[config.mk]
export PLATFORM = sky130hd
export DESIGN_NAME = if_id_stage
export DESIGN_NICKNAME = d
export VERILOG_FILES = /design/src/rtl/if_id_stage.sv
export SDC_FILE = /design/constraint.sdc
export NUM_CORES = 1
export LEC_CHECK = 0
export CAP_MARGIN = 20
export CORE_ASPECT_RATIO = 1.1
export CORE_MARGIN = 4
export CORE_UTILIZATION = 30
export CTS_CLUSTER_DIAMETER = 40
export DETAILED_ROUTE_END_ITERATION = 8
export GPL_ROUTABILITY_DRIVEN = 0
export GPL_TIMING_DRIVEN = 0
export SYNTH_ARGS = -nofsm -noshare
export SYNTH_HDL_FRONTEND = slang
export SYNTH_SLANG_ARGS = --single-unit
[constraint.sdc]
create_clock -name clk -period 2.75 [get_ports clk]
set_input_delay 0.55 -clock clk [delete_from_list [all_inputs] [get_ports clk]]
set_output_delay 0.55 -clock clk [all_outputs]
set_load 0.1 [all_outputs]
[src/rtl/if_id_stage.sv]
// Instruction-fetch front end: PC, imem req/ack fetch, one-entry skid buffer and IF/ID register.
// Handles ID stall/flush and branch redirects, including a redirect over an outstanding fetch.
module if_id_stage #(
    parameter logic [31:0] RESET_PC = 32'h0000_0000
) (
    input  logic        clk,
    input  logic        rst_n,
    output logic        imem_req,
    output logic [31:0] imem_addr,
    input  logic        imem_ack,
    input  logic [31:0] imem_rdata,
    input  logic        stall,
    input  logic        flush,
    input  logic        branch_taken,
    input  logic [31:0] branch_target,
    output logic        id_valid,
    output logic [31:0] id_instr,
    output logic [31:0] id_pc_plus4,
    output logic [15:0] id_imm16
);

    localparam logic [31:0] RESET_PC_ALIGNED = RESET_PC & 32'hFFFF_FFFC;

    typedef enum logic [1:0] {
        StFetch,
        StDrain,
        StHold
    } state_t;

    state_t      r_state;
    logic [31:0] r_pc;
    logic [31:0] r_drain_addr;
    logic [31:0] r_buf_instr;
    logic [31:0] r_buf_pc4;
    logic        r_id_valid;
    logic [31:0] r_id_instr;
    logic [31:0] r_id_pc4;

    logic        w_accept;
    logic        w_fetch_ack;
    logic [31:0] w_pc_plus4;
    logic [31:0] w_target;

    assign w_accept    = !stall || !r_id_valid;
    assign w_fetch_ack = (r_state == StFetch) && imem_ack;
    assign w_pc_plus4  = r_pc + 32'd4;
    assign w_target    = branch_target & 32'hFFFF_FFFC;

    // Request drops combinationally with reset so memory never sees a fetch during reset.
    assign imem_req  = rst_n && (r_state != StHold);
    assign imem_addr = (r_state == StDrain) ? r_drain_addr : r_pc;

    // Fetch FSM, PC and skid buffer.
    always_ff @(posedge clk or negedge rst_n) begin
        if (!rst_n) begin
            r_state      <= StFetch;
            r_pc         <= RESET_PC_ALIGNED;
            r_drain_addr <= 32'h0;
            r_buf_instr  <= 32'h0;
            r_buf_pc4    <= 32'h0;
        end else if (branch_taken) begin
            r_pc <= w_target;
            unique case (r_state)
                StFetch: begin
                    if (!imem_ack) begin
                        r_drain_addr <= r_pc;
                        r_state      <= StDrain;
                    end
                end
                StHold:  r_state <= StFetch;
                // An ack here retires the old-path request, so no further drain is needed.
                StDrain: r_state <= imem_ack ? StFetch : StDrain;
                default: r_state <= StFetch;
            endcase
        end else begin
            unique case (r_state)
                StFetch: begin
                    if (imem_ack) begin
                        r_pc <= w_pc_plus4;
                        if (!w_accept || flush) begin
                            r_buf_instr <= imem_rdata;
                            r_buf_pc4   <= w_pc_plus4;
                            r_state     <= StHold;
                        end
                    end
                end
                StHold: begin
                    if (w_accept && !flush) begin
                        r_state <= StFetch;
                    end
                end
                StDrain: begin
                    if (imem_ack) begin
                        r_state <= StFetch;
                    end
                end
                default: r_state <= StFetch;
            endcase
        end
    end

    // IF/ID pipeline register; redirect and flush take priority over any load.
    always_ff @(posedge clk or negedge rst_n) begin
        if (!rst_n) begin
            r_id_valid <= 1'b0;
            r_id_instr <= 32'h0;
            r_id_pc4   <= 32'h0;
        end else if (branch_taken || flush) begin
            r_id_valid <= 1'b0;
            r_id_instr <= 32'h0;
        end else if (w_accept) begin
            if (w_fetch_ack) begin
                r_id_valid <= 1'b1;
                r_id_instr <= imem_rdata;
                r_id_pc4   <= w_pc_plus4;
            end else if (r_state == StHold) begin
                r_id_valid <= 1'b1;
                r_id_instr <= r_buf_instr;
                r_id_pc4   <= r_buf_pc4;
            end else begin
                r_id_valid <= 1'b0;
            end
        end
    end

    assign id_valid    = r_id_valid;
    assign id_instr    = r_id_instr;
    assign id_pc_plus4 = r_id_pc4;
    assign id_imm16    = r_id_instr[15:0];

endmodule

# Yosys cells after proc, flatten, opt, wreduce, memory -nomap -nowiden
# Index checks and enable logic that the tools add are counted.
word_totals:
  register_bits: 195
  wordCells: 65
  inputBits: 70
  out_inout_bits: 114
op_classes:
  add_sub_neg: 1
  bitwise: 3
  n_eq_ne: 8
  muxes: 23
  reduce_logical: 22
ops:
  columns: ["op", "count"]
  rows:
  - ["2-to-1 mux 32 bit", 10]
  - ["adder 32 x 3 -> 32 bit, second input constant", 1]
  - ["2-to-1 mux 2 bit", 6]
  - ["inequality test 3 bit, second input constant", 4]
  - ["nonzero test 2 bit", 4]
  - ["one-hot mux 2 bit (3 select lines)", 1]
  - ["AND reduction 3 bit", 2]
  - ["2-to-1 mux 1 bit", 5]
  - ["AND reduction 5 bit", 1]
  - ["zero test 1 bit", 4]
  - ["one-hot mux 2 bit (2 select lines)", 1]
  - ["AND reduction 2 bit", 2]
  - ["AND reduction 4 bit", 1]
  - ["logical AND 1 bit", 3]
  - ["logical OR 1 bit", 3]
  - ["inequality test 3 x 2 -> 1 bit, second input constant", 1]
  - ["inverter 1 bit", 3]
  - ["nonzero test 3 bit", 1]
  - ["== test 2 x 1 -> 1 bit, second input constant", 1]
  - ["== test 2 bit, second input constant", 1]
  - ["zero test 2 bit", 1]
  - ["inequality test 2 bit, second input constant", 1]

# Depth between registers and ports, before layout
# Gate-level depths: netlist (run 1).
logic_depth:
  word_depth: 8
  depth_mapped: 8

# Worst setup path before layout (run 1)
# Ideal clock, no wire load.
synth_timing:
  path_kind: "register -> output"
  start: "register r_state[0]"
  end: "output port imem_addr[10]"
  required_ns: 2.200
  stages_incl_launch_ff: 5
  slack_ns: -0.701
  arrival_time_ns: 2.901
  path_cell_list: "dfrtp_1 inv_1 nor2_1 clkbuf_1 o21ai_0"
synth_via:
  elab_chain_len: 2
synth_lines:
  columns: ["element", "line_no", "rtl"]
  rows:
  - ["from (decl)", "30", "state_t r_state;"]
  - ["from (signal assigned)", "56", "r_state <= StFetch;"]
  - ["from (signal assigned)", "67", "r_state <= StDrain;"]
  - ["from (signal assigned)", "70", "StHold: r_state <= StFetch;"]
  - ["== test 2 x 1 -> 1 bit", "51", "assign imem_addr = (r_state == StDrain) ? r_drain_addr : r_pc;"]
  - ["2-to-1 mux 32 bit", "51", null]
  - ["to (decl)", "9", "output logic [31:0] imem_addr,"]
# Every way passes these cells.

# Worst setup path in the final report (run 1)
layout_timing:
  start: "register r_state[0]"
  end: "output port imem_addr[6]"
# The elaborated chain is that of the path after synthesis.

==> results of run 1 <==
[critical path, stage by stage, from the launching register on]
cell	delay (ps)
dfrtp_1	430
inv_1	110
nor2_4	230
buf_4	170
mux2_2	330
clkdlybuf4s15_2	470
[worst min path at each step]
stage	start	to	slack (ps)	depth (start not counted)
floorplan	rst_n	id_instr[0]	250	0
finish	rst_n	id_instr[7]	50	1
global route	rst_n	id_instr[7]	100	1
global placement	id_pc_plus4[5]	id_pc_plus4[5]	460	1
detailed placement	id_pc_plus4[6]	id_pc_plus4[6]	470	1
CTS	rst_n	id_instr[7]	80	1
[cells by family (layout without fill, tap and decap cells)]
group,count (synthesis),count (layout)
other,1,4
adder cells (fa/ha/maj),1,1
buffers and inverters,108,321
AND/OR/NAND/NOR,320,320
XOR/XNOR,52,52
flip-flops,187,187
AO/OA/AOI/OAI,160,160
multiplexers,91,91
[power groups by stage]
stage | combinational, mW | clock [mW] | sequential [mW]
2_1_floorplan | 1.71 | 0 | 4.81
3_3_place_gp | 3.90 | 0 | 3.64
3_5_place_dp | 3.93 | 0 | 3.67
4_1_cts | 3.90 | 2.41 | 3.61
5_1_grt | 4.07 | 2.53 | 3.69
6_report | 3.87 | 2.37 | 3.61
[timing repair]
| action | in CTS | in global routing |
|---|---|---|
| gates cloned | 1 | 0 |
| hold endpoints to repair | 0 | 0 |
| buffers inserted | 0 | 4 |
| gates resized for setup | 162 | 5 |
| hold buffers | 0 | 0 |
| endpoints found under the setup margin | 32 | 69 |
| pin swaps | 0 | 1 |
[layout make-up]
| type | count | share of cell area |
|---|---|---|
| tap | 414 | 0.0427 |
| sequential | 187 | 0.385 |
| buffer | 98 | 0.0454 |
| clock inverter | 14 | 0.0100 |
| inverter | 10 | 0.00309 |
| timing repair buffer | 182 | 0.146 |
| clock buffer | 17 | 0.0350 |
| multi-input combinational | 628 | 0.333 |
[layout by cell type, fill, tap and decap left out, types with 29 or more instances in the layout]
cell type	netlist	final
a21oi_1	41	41
a311oi_1	32	32
buf_2	37	53
buf_4	31	42
clkdlybuf4s50_1	0	144
dfrtp_1	187	187
mux2_2	87	87
nand2_1	133	133
nand3_1	29	29
nor2_1	91	90
o21ai_0	43	43
xnor2_1	31	31
[state kept, by name, summed over array words and instances (netlist names)]
register,count
id_instr,32
r_buf_instr,32
id_pc_plus4,30
r_buf_pc4,30
r_drain_addr,30
r_pc,30
r_state,2
id_valid,1
[stage by stage]
| stage | cells | TNS (ps) |
|---|---|---|
| 2_1_floorplan | 923 | -4750 |
| 4_1_cts | 1546 | -43.8 |
| 3_5_place_dp | 1514 | -48770 |
| 3_3_place_gp | 1513 | -1356070 |
| 5_1_grt | 1550 | -216 |
| 6_report | 1550 | 0 |
[per-layer routing]
layer	global-route usage	routed length (um)	vias to the layer above
li1	-	-	3581
met1	0.237	13000	3719
met2	0.261	13000	277
met3	0.0288	1730	23
met4	0.0360	323	0
met5	0	0	-
==> results.json, run 1 <==
{
  "whs_ps": 52.2,
  "clockPowerShare": 0.240,
  "slew_viol_final": 0,
  "htreeDepth": 4,
  "die_area_mm2": 0.0338,
  "muxShareOfSynthArea": 0.110,
  "cts-root-buf": "clkbuf_16",
  "clock_latency_ps": 430,
  "ys.flop_type": "dfrtp_1",
  "synth-compound-area-share": 0.108,
  "pre_cts_ws_ps": -1040,
  "synthTopCellsByCount": "187 x dfrtp_1, 133 x nand2_1, 91 x nor2_1",
  "seqPwrFrac": 0.367,
  "wl_per_cell_um": 18.1,
  "min_path_type": "primary input to async pin",
  "r2r_slack_ps": 420,
  "ant_nets": 0,
  "timing.fmax_mhz": 367,
  "status": "completed",
  "drc": 0,
  "final_util": 0.398,
  "grt_pass1_vias": 7434,
  "worstReg2RegStart": "r_state[1]",
  "grt_first_pass_wirelength_mm": 43.5,
  "drive_gt1_frac": 0.215,
  "start_util": 0.304,
  "power_density_mw_per_mm2": 812,
  "crit_path_end": "imem_addr[6]",
  "antenna_found_initial": 0,
  "synth_top_family_by_area": "simple AND/OR/NAND/NOR gates",
  "drt_iter0_drc": 626,
  "cts.sinks": 187,
  "synthCells": 920,
  "register_area_mm2": 0.00468,
  "synth_fa_ha_area_frac": 0.00135,
  "ios": 184,
  "finalCriticalPeriod_ps": 2720,
  "synthArstFlopShare": 1.00,
  "overflow": 0,
  "max_slew.worst_pin.slew_ps": 1090,
  "synth_xor_area_frac": 0.0491,
  "cellLeakagePower_nw": 5.03,
  "antennaDiodeCount": 0,
  "die_w_um": 176,
  "p_int_mw": 5.61,
  "viasPerCell": 4.90,
  "vdd_ir_drop_max_mv": 0.409,
  "yosysUniqueCellTypes": 54,
  "rsz0062_at_grt": "yes",
  "grt_max_degree": 96,
  "drv_cap": 0,
  "syn_area_mm2": 0.00928,
  "vias": 7600,
  "cts_buffer_depth": 2,
  "power_mw": 9.85,
  "stdcell_area_mm2": 0.0121,
  "cts_tree": "built",
  "clk_pin_slew_ps": 70,
  "grt_usage": 0.165,
  "layout.nets": 1195,
  "nFillCells": 3062,
  "rows": 67,
  "dpl.hpwl_mm": 20.7,
  "switching_share": 0.431,
  "end_kind": "output pin",
  "fin_ws_ps": 26.6,
  "dpl_cell_area_mm2": 0.0116,
  "synth-seq-area-share": 0.504,
  "synth-edff-count": 0,
  "synth_top_cell_by_area": "dfrtp_1",
  "worstRegToRegCells": 6,
  "finalSetupViolCount": 0,
  "crit_required_ps": 2200,
  "cts_buffers": 17,
  "r2r_end": "r_buf_pc4[21]",
  "crit_path_start_kind": "flip-flop",
  "p_comb_frac": 0.393,
  "fin_crit_sh": 0.990,
  "area_growth_pct": 30.9,
  "multiInputGateArea_mm2": 0.00404,
  "finClkSkew_ps": 11.9,
  "yosys-top-cells-area": "dfrtp_1 50%, mux2_2 11%, nand2_1 5.4%",
  "synth-simple-area-share": 0.164,
  "maxSlewHeadroom": 0.270,
  "startpoint": "r_state[0]",
  "dr.pass1.iters": 5,
  "path_class": "flip-flop to output pin",
  "synth_top_area_frac": 0.504,
  "ys_ff_latch": 187,
  "yosysMostFrequentCell": "dfrtp_1",
  "path_max_fanout": 7,
  "p_switching_mw": 4.25,
  "wl_mm": 28.1,
  "crit_arrival_ps": 2170,
  "core_mm2": 0.0305,
  "synth_warnings": 0,
  "die_h_um": 192,
  "io_buffers": 176,
  "avgSynthCellArea_um2": 10.1,
  "hold_viol": 0
}
(Power assumes the default switching activity.)
==> run 2, diff against run 1 <==
CTS_CLUSTER_DIAMETER = 50   (was 40)
PLACE_DENSITY = 0.54   (was unset)
SLEW_MARGIN = 15   (was unset)
==> run 2 against run 1 <==
Sequential share of layout area decreased by 0.071 points. Flip-flop and latch count stayed put. Combinational power about the same. Maximum frequency increased by 2.6%. Via count fell by 1.7%. Critical endpoint is now imem_addr[29]. Largest cell class unchanged. Highest routed layer unchanged.
==> results.json, run 2 (same netlist as run 1, synthesis figures left out) <==
{
  "path_class": "flip-flop to output pin",
  "cp_cell_sequence": "inv_1 -> nor2_4 -> buf_12 -> buf_4 -> mux2_2 -> buf_2",
  "vdd_ir_drop_max_mv": 0.425,
  "htreeDepth": 4,
  "vias": 7468,
  "cpPeakStageDelay_ps": 440,
  "area_growth_pct": 31.1,
  "core_mm2": 0.0305,
  "place_inst": 1514,
  "ctsHoldBuffers": 0,
  "dr.pass1.iters": 5,
  "overflow": 0,
  "viasPerCell": 4.83,
  "power_density_mw_per_mm2": 828,
  "final_util": 0.399,
  "die_w_um": 176,
  "slew_viol_final": 0,
  "seqPwrFrac": 0.359,
  "ios": 184,
  "cts-root-buf": "clkbuf_16",
  "power_mw": 10.1,
  "antenna_found_initial": 0,
  "start_util": 0.304,
  "cp_slowest_cell": "dfrtp_1",
  "cellLeakagePower_nw": 5.03,
  "cts.sinks": 187,
  "fin_cells": 1547,
  "whs_ps": 22.4,
  "clk_pin_slew_ps": 80,
  "finalSetupViolCount": 0,
  "ant_nets": 0,
  "layout.nets": 1191,
  "grt_usage": 0.166,
  "cts_buffer_depth": 2,
  "die_h_um": 192,
  "crit_path_start_kind": "flip-flop",
  "min_path_type": "primary input to async pin",
  "grt_max_degree": 96,
  "end_kind": "output pin",
  "layout_common_cells": "187 x dfrtp_1, 144 x clkdlybuf4s50_1, 133 x nand2_1, 90 x nor2_1, 87 x mux2_2",
  "path_max_fanout": 10,
  "cts_buffers": 17,
  "rsz0062_at_grt": "no",
  "grt_pass1_vias": 7500,
  "p_switching_mw": 4.31,
  "clock_latency_ps": 440,
  "grt_first_pass_wirelength_mm": 44.2,
  "wl_per_cell_um": 18.1,
  "timing.fmax_mhz": 377,
  "wl_mm": 27.9,
  "die_area_mm2": 0.0338,
  "rows": 67,
  "finalCriticalPeriod_ps": 2660,
  "final_common_cell": "dfrtp_1",
  "crit_arrival_ps": 2110,
  "drv_cap": 0,
  "maxSlewHeadroom": 0.277,
  "dpl.hpwl_mm": 20.4,
  "antennaDiodeCount": 0,
  "fin_crit_sh": 0.965,
  "status": "completed",
  "r2r_slack_ps": 360,
  "cts_tree": "built",
  "drt_iter0_drc": 531,
  "max_slew.worst_pin.slew_ps": 1080,
  "p_comb_frac": 0.381,
  "io_buffers": 176,
  "clockPowerShare": 0.260,
  "nFillCells": 3118,
  "crit_required_ps": 2200,
  "switching_share": 0.428,
  "drive_gt1_frac": 0.213,
  "drc": 0,
  "finClkSkew_ps": 11.4,
  "p_int_mw": 5.76,
  "hold_viol": 0
}
## run 2: critical path: cells and delay by family (launching register included)
family	cells	cell delay [ps]
AND/OR/NAND/NOR	1	140
flip-flops	1	440
buffers and inverters	4	740
multiplexers	1	350
## run 2: metrics by stage
step	area, um2	setup TNS [ps]	setup slack [ps]
finish	12200	0	94.9
global route	12200	0	5.59
CTS	12100	0	4.50
detailed placement	11600	-57250	-735
global placement	11600	-1415200	-7240
floorplan	9290	-4750	-701
## run 2: area by class of cell
| class | instances | area, um2 | share of cell area |
|---|---|---|---|
| Tap cell | 414 | 518 | 0.0426 |
| Clock inverter | 14 | 176 | 0.0145 |
| Multi-Input combinational cell | 628 | 4040 | 0.332 |
| Inverter | 10 | 37.5 | 0.00309 |
| Timing Repair Buffer | 178 | 1720 | 0.142 |
| Sequential cell | 187 | 4680 | 0.385 |
| Buffer | 98 | 552 | 0.0454 |
| Clock buffer | 18 | 439 | 0.0361 |
## run 2: what timing repair did
| item | in CTS | in global routing |
|---|---|---|
| gates resized for setup | 160 | 1 |
| pin swaps | 0 | 1 |
| endpoints found under the setup margin | 53 | 20 |
| setup buffers | 0 | 1 |
## run 2: power by group through the flow
stage | Sequential (mW) | Clock, mW | Combinational [mW]
6_report | 3.62 | 2.61 | 3.84
5_1_grt | 3.69 | 2.79 | 4.05
4_1_cts | 3.62 | 2.66 | 3.87
3_5_place_dp | 3.67 | 0 | 3.91
3_3_place_gp | 3.65 | 0 | 3.88
2_1_floorplan | 4.81 | 0 | 1.71
## run 2: layer usage
layer	GRT usage	vias up	routed length, um
met2	0.264	194	13100
met4	0.0267	0	196
met3	0.0288	11	1140
met5	0	-	0
met1	0.243	3694	13500
li1	-	3569	-
## run 2: final timing paths
check | from | to | cells after the start
min | rst_n | r_drain_addr[24] | 1
max reg2reg | r_state[1] | r_buf_pc4[9] | 6
min in group clk | id_pc_plus4[3] | id_pc_plus4[3] | 2
max in group asynchronous | rst_n | id_instr[2] | 2
max | r_state[0] | imem_addr[29] | 6
min reg2reg | id_pc_plus4[3] | id_pc_plus4[3] | 2
==> run 3, diff against run 2 <==
PLACE_DENSITY = unset   (was 0.54)
==> results of run 3 <==
Same layout as run 1: the final DEF is identical, and so are final timing and power.
